[src/rtl/uart_rx_frame.sv]
// uart_rx_frame: 16x-oversampled UART receiver (start, DBIT data LSB first, stop).
// Delivers bytes through a valid/ack holding register; flags framing and overrun.
module uart_rx_frame #(
    parameter int DBIT    = 8,
    parameter int SB_TICK = 16
) (
    input  logic       clk,
    input  logic       reset_n,
    input  logic       s_tick,
    input  logic       rx,
    output logic [7:0] rx_data,
    output logic       rx_valid,
    input  logic       rx_ack,
    output logic       rx_done,
    output logic       frame_err,
    output logic       overrun,
    output logic       rx_busy
);

    typedef enum logic [1:0] {
        IDLE,
        START,
        DATA,
        STOP
    } state_t;

    localparam logic [3:0] STOP_LAST = 4'(SB_TICK - 1);
    localparam logic [2:0] N_LAST    = 3'(DBIT - 1);

    state_t     r_state;
    state_t     w_state_nxt;
    logic [3:0] r_s;
    logic [3:0] w_s_nxt;
    logic [2:0] r_n;
    logic [2:0] w_n_nxt;
    logic [7:0] r_b;
    logic [7:0] w_b_nxt;
    logic       r_sync1;
    logic       r_rxs;
    logic       w_load;
    logic       w_ferr;
    logic [7:0] r_data;
    logic       r_valid;
    logic       r_done;
    logic       r_ferr;
    logic       r_ovr;

    always_ff @(posedge clk or negedge reset_n) begin
        if (!reset_n) begin
            r_sync1 <= 1'b1;
            r_rxs   <= 1'b1;
        end else begin
            r_sync1 <= rx;
            r_rxs   <= r_sync1;
        end
    end

    always_ff @(posedge clk or negedge reset_n) begin
        if (!reset_n) begin
            r_state <= IDLE;
            r_s     <= 4'd0;
            r_n     <= 3'd0;
            r_b     <= 8'd0;
        end else begin
            r_state <= w_state_nxt;
            r_s     <= w_s_nxt;
            r_n     <= w_n_nxt;
            r_b     <= w_b_nxt;
        end
    end

    always_comb begin
        w_state_nxt = r_state;
        w_s_nxt     = r_s;
        w_n_nxt     = r_n;
        w_b_nxt     = r_b;
        w_load      = 1'b0;
        w_ferr      = 1'b0;
        unique case (r_state)
            IDLE: begin
                // start-edge detection is not gated by s_tick
                if (!r_rxs) begin
                    w_state_nxt = START;
                    w_s_nxt     = 4'd0;
                end
            end
            START: begin
                if (s_tick) begin
                    if (r_s == 4'd7) begin
                        w_s_nxt = 4'd0;
                        if (!r_rxs) begin
                            w_state_nxt = DATA;
                            w_n_nxt     = 3'd0;
                        end else begin
                            w_state_nxt = IDLE;
                        end
                    end else begin
                        w_s_nxt = r_s + 4'd1;
                    end
                end
            end
            DATA: begin
                if (s_tick) begin
                    if (r_s == 4'd15) begin
                        w_s_nxt = 4'd0;
                        w_b_nxt = {r_rxs, r_b[7:1]};
                        if (r_n == N_LAST) begin
                            w_state_nxt = STOP;
                        end else begin
                            w_n_nxt = r_n + 3'd1;
                        end
                    end else begin
                        w_s_nxt = r_s + 4'd1;
                    end
                end
            end
            STOP: begin
                if (s_tick) begin
                    if (r_s == STOP_LAST) begin
                        w_state_nxt = IDLE;
                        w_s_nxt     = 4'd0;
                        w_load      = r_rxs;
                        w_ferr      = !r_rxs;
                    end else begin
                        w_s_nxt = r_s + 4'd1;
                    end
                end
            end
            default: begin
                w_state_nxt = IDLE;
            end
        endcase
    end

    // a load in the same cycle as rx_ack wins and is not an overrun
    always_ff @(posedge clk or negedge reset_n) begin
        if (!reset_n) begin
            r_data  <= 8'd0;
            r_valid <= 1'b0;
            r_done  <= 1'b0;
            r_ferr  <= 1'b0;
            r_ovr   <= 1'b0;
        end else begin
            r_done <= w_load;
            r_ferr <= w_ferr;
            r_ovr  <= w_load && r_valid && !rx_ack;
            if (w_load) begin
                r_data  <= r_b >> (8 - DBIT);
                r_valid <= 1'b1;
            end else if (rx_ack) begin
                r_valid <= 1'b0;
            end
        end
    end

    assign rx_data   = r_data;
    assign rx_valid  = r_valid;
    assign rx_done   = r_done;
    assign frame_err = r_ferr;
    assign overrun   = r_ovr;
    assign rx_busy   = (r_state != IDLE);

endmodule

[config.mk]
export PLATFORM = sky130hd
export DESIGN_NAME = uart_rx_frame
export DESIGN_NICKNAME = d
export VERILOG_FILES = /design/src/rtl/uart_rx_frame.sv
export SDC_FILE = /design/constraint.sdc
export NUM_CORES = 1
export LEC_CHECK = 0
export BUFFER_PORTS_ARGS = -buffer_cell sky130_fd_sc_hd__buf_2
export CAP_MARGIN = 10
export CORE_MARGIN = 2
export CORE_UTILIZATION = 49
export DETAILED_ROUTE_END_ITERATION = 16
export PLACE_DENSITY = 0.69
export SLEW_MARGIN = 20
export SYNTH_ARGS = -nofsm -noshare
export SYNTH_HDL_FRONTEND = slang
export SYNTH_SLANG_ARGS = --single-unit
[constraint.sdc]
create_clock -name clk -period 2.8 [get_ports clk]
set_input_delay 0.7 -clock clk [delete_from_list [all_inputs] [get_ports clk]]
set_output_delay 0.7 -clock clk [all_outputs]
set_load 0.1 [all_outputs]
==> results of run 1 <==
==> power by group through the flow <==
stage / clock (uW) / combinational [uW] / sequential (uW)
finish: 364 / 297 / 608
detailed placement: 0 / 297 / 612
CTS: 374 / 298 / 606
floorplan: 0 / 325 / 553
global placement: 0 / 286 / 608
global route: 391 / 332 / 623
==> area by class of cell <==
type / instances / area share
multi-input combinational: 70 / 0.3822
timing repair buffer: 17 / 0.05167
sequential: 31 / 0.4726
clock buffer: 6 / 0.03116
tap: 33 / 0.02508
inverter: 7 / 0.01596
clock inverter: 2 / 0.02128
==> sequential cells by signal, summed over array words and instances (netlist names), named ones only <==
register   flops
r_sync1        1
rx_valid       1
r_rxs          1
rx_done        1
rx_data        8
r_n            3
r_b            8
r_state        1
frame_err      1
overrun        1
r_s            4
==> stage by stage <==
stage               instance area (um^2)  instances    util  total power [uW]
global route                        1647        166  0.5483              1347
global placement                    1560        158  0.5196             894.0
finish                              1647        166  0.5483              1269
CTS                                 1647        166  0.5483              1277
floorplan                           1510        117       -             878.9
detailed placement                  1560        158  0.5196             909.1
==> worst paths after layout <==
kind                            startpoint         end  slack (ps)  depth (start not counted)
worst max-delay path                  flop     rx_busy         540                          2
worst min-delay path               r_sync1       r_rxs         360                          0
worst max register to register      r_s[0]      r_b[5]         940                          4
worst min register to register     r_sync1       r_rxs         360                          0
max in group asynchronous          reset_n      r_s[1]        1960                          1
min in group asynchronous          reset_n  rx_data[6]         400                          1
==> cell families after synthesis <==
family / synth area share
simple gates: 0.1450
flops: 0.5153
mux: 0.1698
compound gates: 0.07706
buf+inv: 0.06793
fa+ha+maj: 0.02486
==> synth_stat cells <==
cell type  number
dfrtp_1        29
mux2_4         15
inv_1           6
buf_6           5
nand2_1         5
o211ai_1        5
buf_2           4
nand4_1         4
a31oi_1         3
and3_1          3
ha_1            3
nand3_1         3
nand4bb_1       3
a21oi_1         2
and4_1          2
dfstp_2         2
mux2i_1         2
nand2b_1        2
nand3b_1        2
nor2_1          2
o21ai_0         2
a22o_1          1
a41o_1          1
and2_4          1
and3b_1         1
inv_2           1
mux2_1          1
nand3_4         1
nand4b_1        1
nor3_1          1
o2111ai_1       1
o21a_1          1
o21ai_1         1
or2_1           1
==> worst register-to-register path: stages (launching register included) <==
cell and delay, ps:
dfrtp_1 420, ha_1 320, and3_1 380, and2_4 310, mux2_4 320
==> routing by layer <==
metal	wire length (um)	track usage	share of wire
met1	1167	0.1997	0.47
met2	1185	0.2653	0.47
met3	106	0.06114	0.042
met4	40	0.06032	0.016
met5	0	0	0
==> results_dict.tcl, run 1 <==
set metrics [dict create \
    status "complete, no violations" \
    arrival_ps 1560 \
    skew_ps 12.07 \
    clock_latency_ps 330 \
    postCtsSetupBuffers 0 \
    n_antenna_cell 0 \
    cts.sinks 31 \
    finalSetupTns_ps 0 \
    final_cell_mix "dfrtp_1, buf_2, mux2_4, inv_1" \
    synth_seq_area_share 0.5153 \
    vias 961 \
    layout_setup_ws_ps 541.0 \
    synth_area_leaders "dfrtp_1, mux2_4, buf_6" \
    yosysTopAreaCell "dfrtp_1" \
    cts_hold_buffers 0 \
    antenna_found_initial 0 \
    postRouteAntennaNets 0 \
    syn_inst 117 \
    critPathTopFamily "flip-flops" \
    hold_class "flop to flop" \
    drv_slew 0 \
    synth_warnings 0 \
    synthDistinctLibCells 34 \
    crit_fanout 13 \
    mostFrequentLayoutCell "dfrtp_1" \
    die_w_um 59.52 \
    dp_hpwl_um 1752 \
    hold_violations 0 \
    p_int_uw 841.0 \
    vias_per_cell 5.789 \
    synth_seq_cells 31 \
    die-height_um 59.52 \
    p_sw_frac 0.3371 \
    path_buf_inv 1 \
    overflow 0 \
    synth_fp_nets 125 \
    hold_slack_ps 360.5 \
    fin_crit_ps 2259 \
    comb_power_share 0.234 \
    setup_viol 0 \
    ff_latch_area_um2 778.2 \
    finalNetCount 140 \
    cts_buffers 5 \
    max_stage_delay_ps 530 \
    worst_slew_margin_rel 0.5513 \
    critical_path_class "flop to primary output" \
    grt.total_usage 0.1640 \
    place.gp.congestion 0.8236 \
    cp-end-kind "primary output" \
    rsz0062_at_grt "no" \
    initial_utilization 0.5029 \
    power.density_nw_per_um2 770.5 \
    cts_resized 0 \
    io_pins 18 \
    synth_area_um2 1510 \
    fillerInstances 249 \
    grt_max_degree 32 \
    die-area_um2 3542 \
    syn_to_final_growth_pct 9.031 \
    cp.required_ps 2100 \
    drive_gt1_frac 0.3383 \
    multiInputGateArea_um2 629.4 \
    wl_per_cell_um 15.05 \
    crit_chain "or2_1 -> buf_2" \
    p_sw_uw 427.7 \
    portBuffers 17 \
    clockRootBuffer "clkbuf_4" \
    grt_pass1_vias 934 \
    critical_path.slowest_cell "dfrtp_1" \
    fin_crit_sh 0.8068 \
    clk_pin_slew_worst_paths_ps 90 \
    first_iter_violations 23 \
    ir_worst_vdd_v 0.0005592 \
    drc 0 \
    pre_cts_slack_ps 900.9 \
    grt_pass1_wl_um 4209 \
    synth.top_cell.area_share 0.4805 \
    cp-start-kind "flop" \
    power.leakage_uw 0.0008631 \
    p_seq_frac 0.479 \
    rows 20 \
    fmaxAchievable_mhz 442.7 \
    finalWirelength_um 2499 \
    syn_area_per_cell_um2 12.91 \
    cts_tree "built" \
    first_pass_iters 4 \
    core_area_um2 3003 \
    power_frac_clock 0.287 \
    htree_levels 2 \
    ctsLongestPathBuffers 2 \
    maxCapViolations 0 \
    worst-slew-pin-transition_ps 673.0 \
]
(Power assumes the default switching activity.)
==> run 2: changes to the inputs <==
PLACE_DENSITY = 0.72   (was 0.69)
clock period = 1.8 ns   (was 2.8 ns; I/O delays follow)
==> run 2 against run 1 <==
  * Sequential power increased by 47%
  * Sequential share of layout area is 1.2 points lower
  * Non-clock buffer count up 4
  * Register-to-register slack lost 810 ps
  * Core utilization increased by 1.7 points
  * Clock-buffer cell count unchanged
  * Final cell count is 2.4% higher
  * Via count grew 0.83%
  * Combinational power up 110%
  * Routed wire length unchanged
  * Critical path depth unchanged
  * Critical path type unchanged
  * Global-route usage rose by 0.44 points
==> results_dict.tcl, run 2 (synthesis gave the netlist of run 1 again) <==
set metrics [dict create \
    status "complete, no violations" \
    cp-end-kind "primary output" \
    dp_hpwl_um 1692 \
    fin_crit_sh 0.9655 \
    vias 969 \
    ir_worst_vdd_v 0.0007433 \
    cts_tree "built" \
    r2r_end "r_b[1]" \
    fmaxAchievable_mhz 575.4 \
    place.gp.congestion 0.8331 \
    critical_path_class "flop to primary output" \
    worst-slew-pin-transition_ps 690.8 \
    setup_viol 0 \
    fin_crit_ps 1738 \
    die-area_um2 3542 \
    rrSetupSlack_ps 130 \
    maxCapViolations 0 \
    vias_per_cell 5.700 \
    grt_max_degree 32 \
    final_cell_mix "dfrtp_1, buf_2, mux2_4, inv_1" \
    cts_buffers 5 \
    wl_per_cell_um 14.70 \
    overflow 0 \
    utilization 0.5650 \
    mostFrequentLayoutCell "dfrtp_1" \
    clk_pin_slew_worst_paths_ps 100 \
    n_antenna_cell 0 \
    core_area_um2 3003 \
    crit_fanout 11 \
    postRouteAntennaNets 0 \
    placed_cell_area_um2 1598 \
    hold_violations 0 \
    first_iter_violations 43 \
    reg2reg_depth 4 \
    rows 20 \
    final_cell_count_no_fill 170 \
    drc 0 \
    drv_slew 0 \
    cts.sinks 31 \
    die_w_um 59.52 \
    drive_gt1_frac 0.3796 \
    initial_utilization 0.5029 \
    clockRootBuffer "clkbuf_4" \
    finalWirelength_um 2499 \
    skew_ps 8.017 \
    io_pins 18 \
    finalNetCount 144 \
    arrival_ps 1290 \
    cp-start-kind "flop" \
    rsz0062_at_grt "no" \
    die-height_um 59.52 \
    first_pass_iters 7 \
    antenna_found_initial 0 \
    grt.total_usage 0.1684 \
    reg2reg_from "r_s[0]" \
    power.leakage_uw 0.0008917 \
    finalSetupTns_ps 0 \
    hold_class "input pin to asynchronous set/reset pin" \
    dp.cells 161 \
    syn_to_final_growth_pct 12.34 \
    cts_hold_buffers 0 \
    cp.required_ps 1350 \
    clock_latency_ps 330 \
    htree_levels 2 \
    final_cell_area_um2 1697 \
    worst_slew_margin_rel 0.5395 \
    ctsLongestPathBuffers 2 \
    portBuffers 17 \
    power_uw 2076 \
    power.density_nw_per_um2 1223 \
    grt_pass1_vias 909 \
    grt_pass1_wl_um 4278 \
]
-- run 2: critical path: stages (launching register included) --
cell and delay (ps):
dfrtp_2 490, or2_4 300, buf_12 170
-- run 2: what timing repair did --
action,CTS,global route
buffers inserted,0,1
pin swaps,0,0
resized for setup,2,1
hold endpoints to repair,0,0
endpoints found under the setup margin,1,1
-- run 2: metal layers --
metal / share of wire / wire (um) / track usage
met1: 0.48 / 1199 / 0.2173
met2: 0.45 / 1131 / 0.2418
met3: 0.044 / 109 / 0.06769
met4: 0.024 / 59 / 0.08889
met5: 0 / 0 / 0
-- run 2: through the flow --
stage	hold WS (ps)	setup WS, ps
floorplan	154.4	176.9
global placement	347.2	218.4
detailed placement	348.2	158.6
CTS	156.2	20.95
global route	187.0	12.15
finish	151.7	62.18
-- run 2: worst max-delay path by stage --
stage	from	end	slack, ps	depth (start not counted)
floorplan	r_s[0]	r_b[0]	180	6
global placement	r_s[0]	r_b[6]	220	4
detailed placement	r_s[0]	r_b[1]	160	4
CTS	flop	rx_busy	20	2
global route	r_state[0]	rx_busy	10	2
finish	r_state[0]	rx_busy	60	2
-- run 2: where the power goes --
part	switching, uW	internal (uW)	leakage (uW)	total (uW)
logic	351	269	0.000439	621
clock network	236	328	0.0000482	564
registers	95.4	795	0.000404	891
total	683	1390	0.000892	2080
-- run 2: area by class of cell --
class                   count  area, um^2
clock buffers               6       51.30
flip-flops and latches     31       780.7
fillers                   258        1306
well taps                  33       41.29
multi-input cells          70       631.9
inverters                   7       26.28
repair buffers             21       130.1
clock inverters             2       35.03
==> run 3: changes to the inputs <==
PLACE_DENSITY = unset   (was 0.72)
PLACE_DENSITY_LB_ADDON = 0.2   (was unset)
==> run 3 against run 2 <==
  * First-iteration DRC count decreased by 12%
  * Clock power is 29% lower
  * Power down 8.0%
  * Critical path depth unchanged
  * Sequential share of layout area grew 0.75 points
  * Core utilization is 1.0 points lower
  * Worst hold slack got worse by 17 ps
  * Via count decreased by 0.10%
  * Routed wire length grew 0.96%
  * Register-to-register slack gained 40 ps
  * Critical endpoint unchanged
  * Largest power group unchanged
==> results_dict.tcl, run 3 (synthesis gave the netlist of run 1 again) <==
set metrics [dict create \
    hold_class "input pin to asynchronous set/reset pin" \
    mostFrequentLayoutCell "dfrtp_1" \
    n_antenna_cell 0 \
    cts_buffers 5 \
    die-height_um 59.52 \
    crit_fanout 11 \
    wl_met1_um 1199 \
    portBuffers 17 \
    overflow 0 \
    vias_per_cell 5.694 \
    max_stage_delay_ps 490 \
    final_cell_area_um2 1667 \
    finalSetupTns_ps 0 \
    cts.sinks 31 \
    fin_crit_sh 0.9651 \
    power_uw 1910 \
    grt_max_degree 32 \
    final_cell_mix "dfrtp_1, buf_2, mux2_4, inv_1" \
    skew_ps 10.81 \
    vias 968 \
    crit_start "r_state[0]" \
    reg2reg_from "r_s[0]" \
    clk_pin_slew_worst_paths_ps 100 \
    finalNetCount 144 \
    place.gp.congestion 0.7989 \
    cp-start-kind "flop" \
    setup_viol 0 \
    first_pass_iters 4 \
    worst_slew_margin_rel 0.5547 \
    ir_worst_vdd_v 0.0006429 \
    ctsLongestPathBuffers 2 \
    clock_latency_ps 330 \
    arrival_ps 1290 \
    hold_violations 0 \
    htree_levels 2 \
    die-area_um2 3542 \
    rows 20 \
    worst-slew-pin-transition_ps 667.9 \
    placed_cell_area_um2 1605 \
    critical_path.slowest_cell "dfrtp_2" \
    syn_to_final_growth_pct 10.36 \
    power.leakage_uw 0.0008719 \
    fin_crit_ps 1737 \
    maxCapViolations 0 \
    cp-end-kind "primary output" \
    fmaxAchievable_mhz 575.6 \
    first_iter_violations 38 \
    status "complete, no violations" \
    drive_gt1_frac 0.3723 \
    critPathTopFamily "flip-flops" \
    grt.total_usage 0.1737 \
    met3_length_um 99 \
    antenna_found_initial 0 \
    cp.required_ps 1350 \
    clockRootBuffer "clkbuf_4" \
    grt_pass1_vias 962 \
    io_pins 18 \
    rsz0062_at_grt "no" \
    power.density_nw_per_um2 1146 \
    postRouteAntennaNets 0 \
    finalWirelength_um 2523 \
    die_w_um 59.52 \
    top_layer "met4" \
    wl_per_cell_um 14.84 \
    critical_path_class "flop to primary output" \
    path_buf_inv 1 \
    cts_tree "built" \
    dp_hpwl_um 1744 \
    crit_chain "or2_4 -> buf_12" \
    initial_utilization 0.5029 \
    core_area_um2 3003 \
    wl_met2_um 1176 \
    drc 0 \
    drv_slew 0 \
    grt_pass1_wl_um 4471 \
    cts_hold_buffers 0 \
]
-- run 3: area by class of cell --
type | instances | area, um^2
clock inverters | 3 | 20.02
repair buffers | 21 | 130.1
fillers | 272 | 1336
clock buffers | 5 | 37.54
well taps | 33 | 41.29
inverters | 7 | 26.28
multi-input cells | 70 | 631.9
flip-flops and latches | 31 | 779.5
-- run 3: layer usage --
metal | vias up | GRT usage
li1 | 460 | -
met4 | 0 | 0.07937
met1 | 482 | 0.2208
met2 | 20 | 0.2622
met3 | 6 | 0.06550
met5 | - | 0
-- run 3: final timing paths --
check | end | slack (ps) | cells after the start
min in group clk | r_sync1 | 210 | 1
max in group asynchronous | r_state[0] | 1200 | 1
setup reg to reg | r_b[6] | 170 | 4
setup / recovery | rx_busy | 60 | 2
hold reg to reg | r_rxs | 360 | 0
hold / removal | overrun | 130 | 1
-- run 3: repair_timing --
item                                    4_1_cts  5_1_grt
gates cloned                                  0        0
pin swaps                                     0        0
endpoints found under the setup margin        1        1
setup buffers                                 0        0
gates resized for setup                       1        1
-- run 3: through the flow --
stage / worst slack, ps / hold slack [ps] / cells / util
floorplan: 176.9 / 154.4 / 117 / -
global placement: 214.0 / 345.4 / 162 / 0.5346
detailed placement: 160.8 / 347.5 / 162 / 0.5346
CTS: 21.64 / 149.3 / 170 / 0.5546
global route: 12.31 / 181.4 / 170 / 0.5550
finish: 62.76 / 134.5 / 170 / 0.5550
-- run 3: power by group --
| group | total [uW] | internal (uW) | switching, uW | leakage (uW) |
|---|---|---|---|---|
| registers | 892 | 793 | 98.1 | 0.000405 |
| clock network | 401 | 149 | 252 | 0.0000272 |
| logic | 617 | 269 | 348 | 0.000439 |
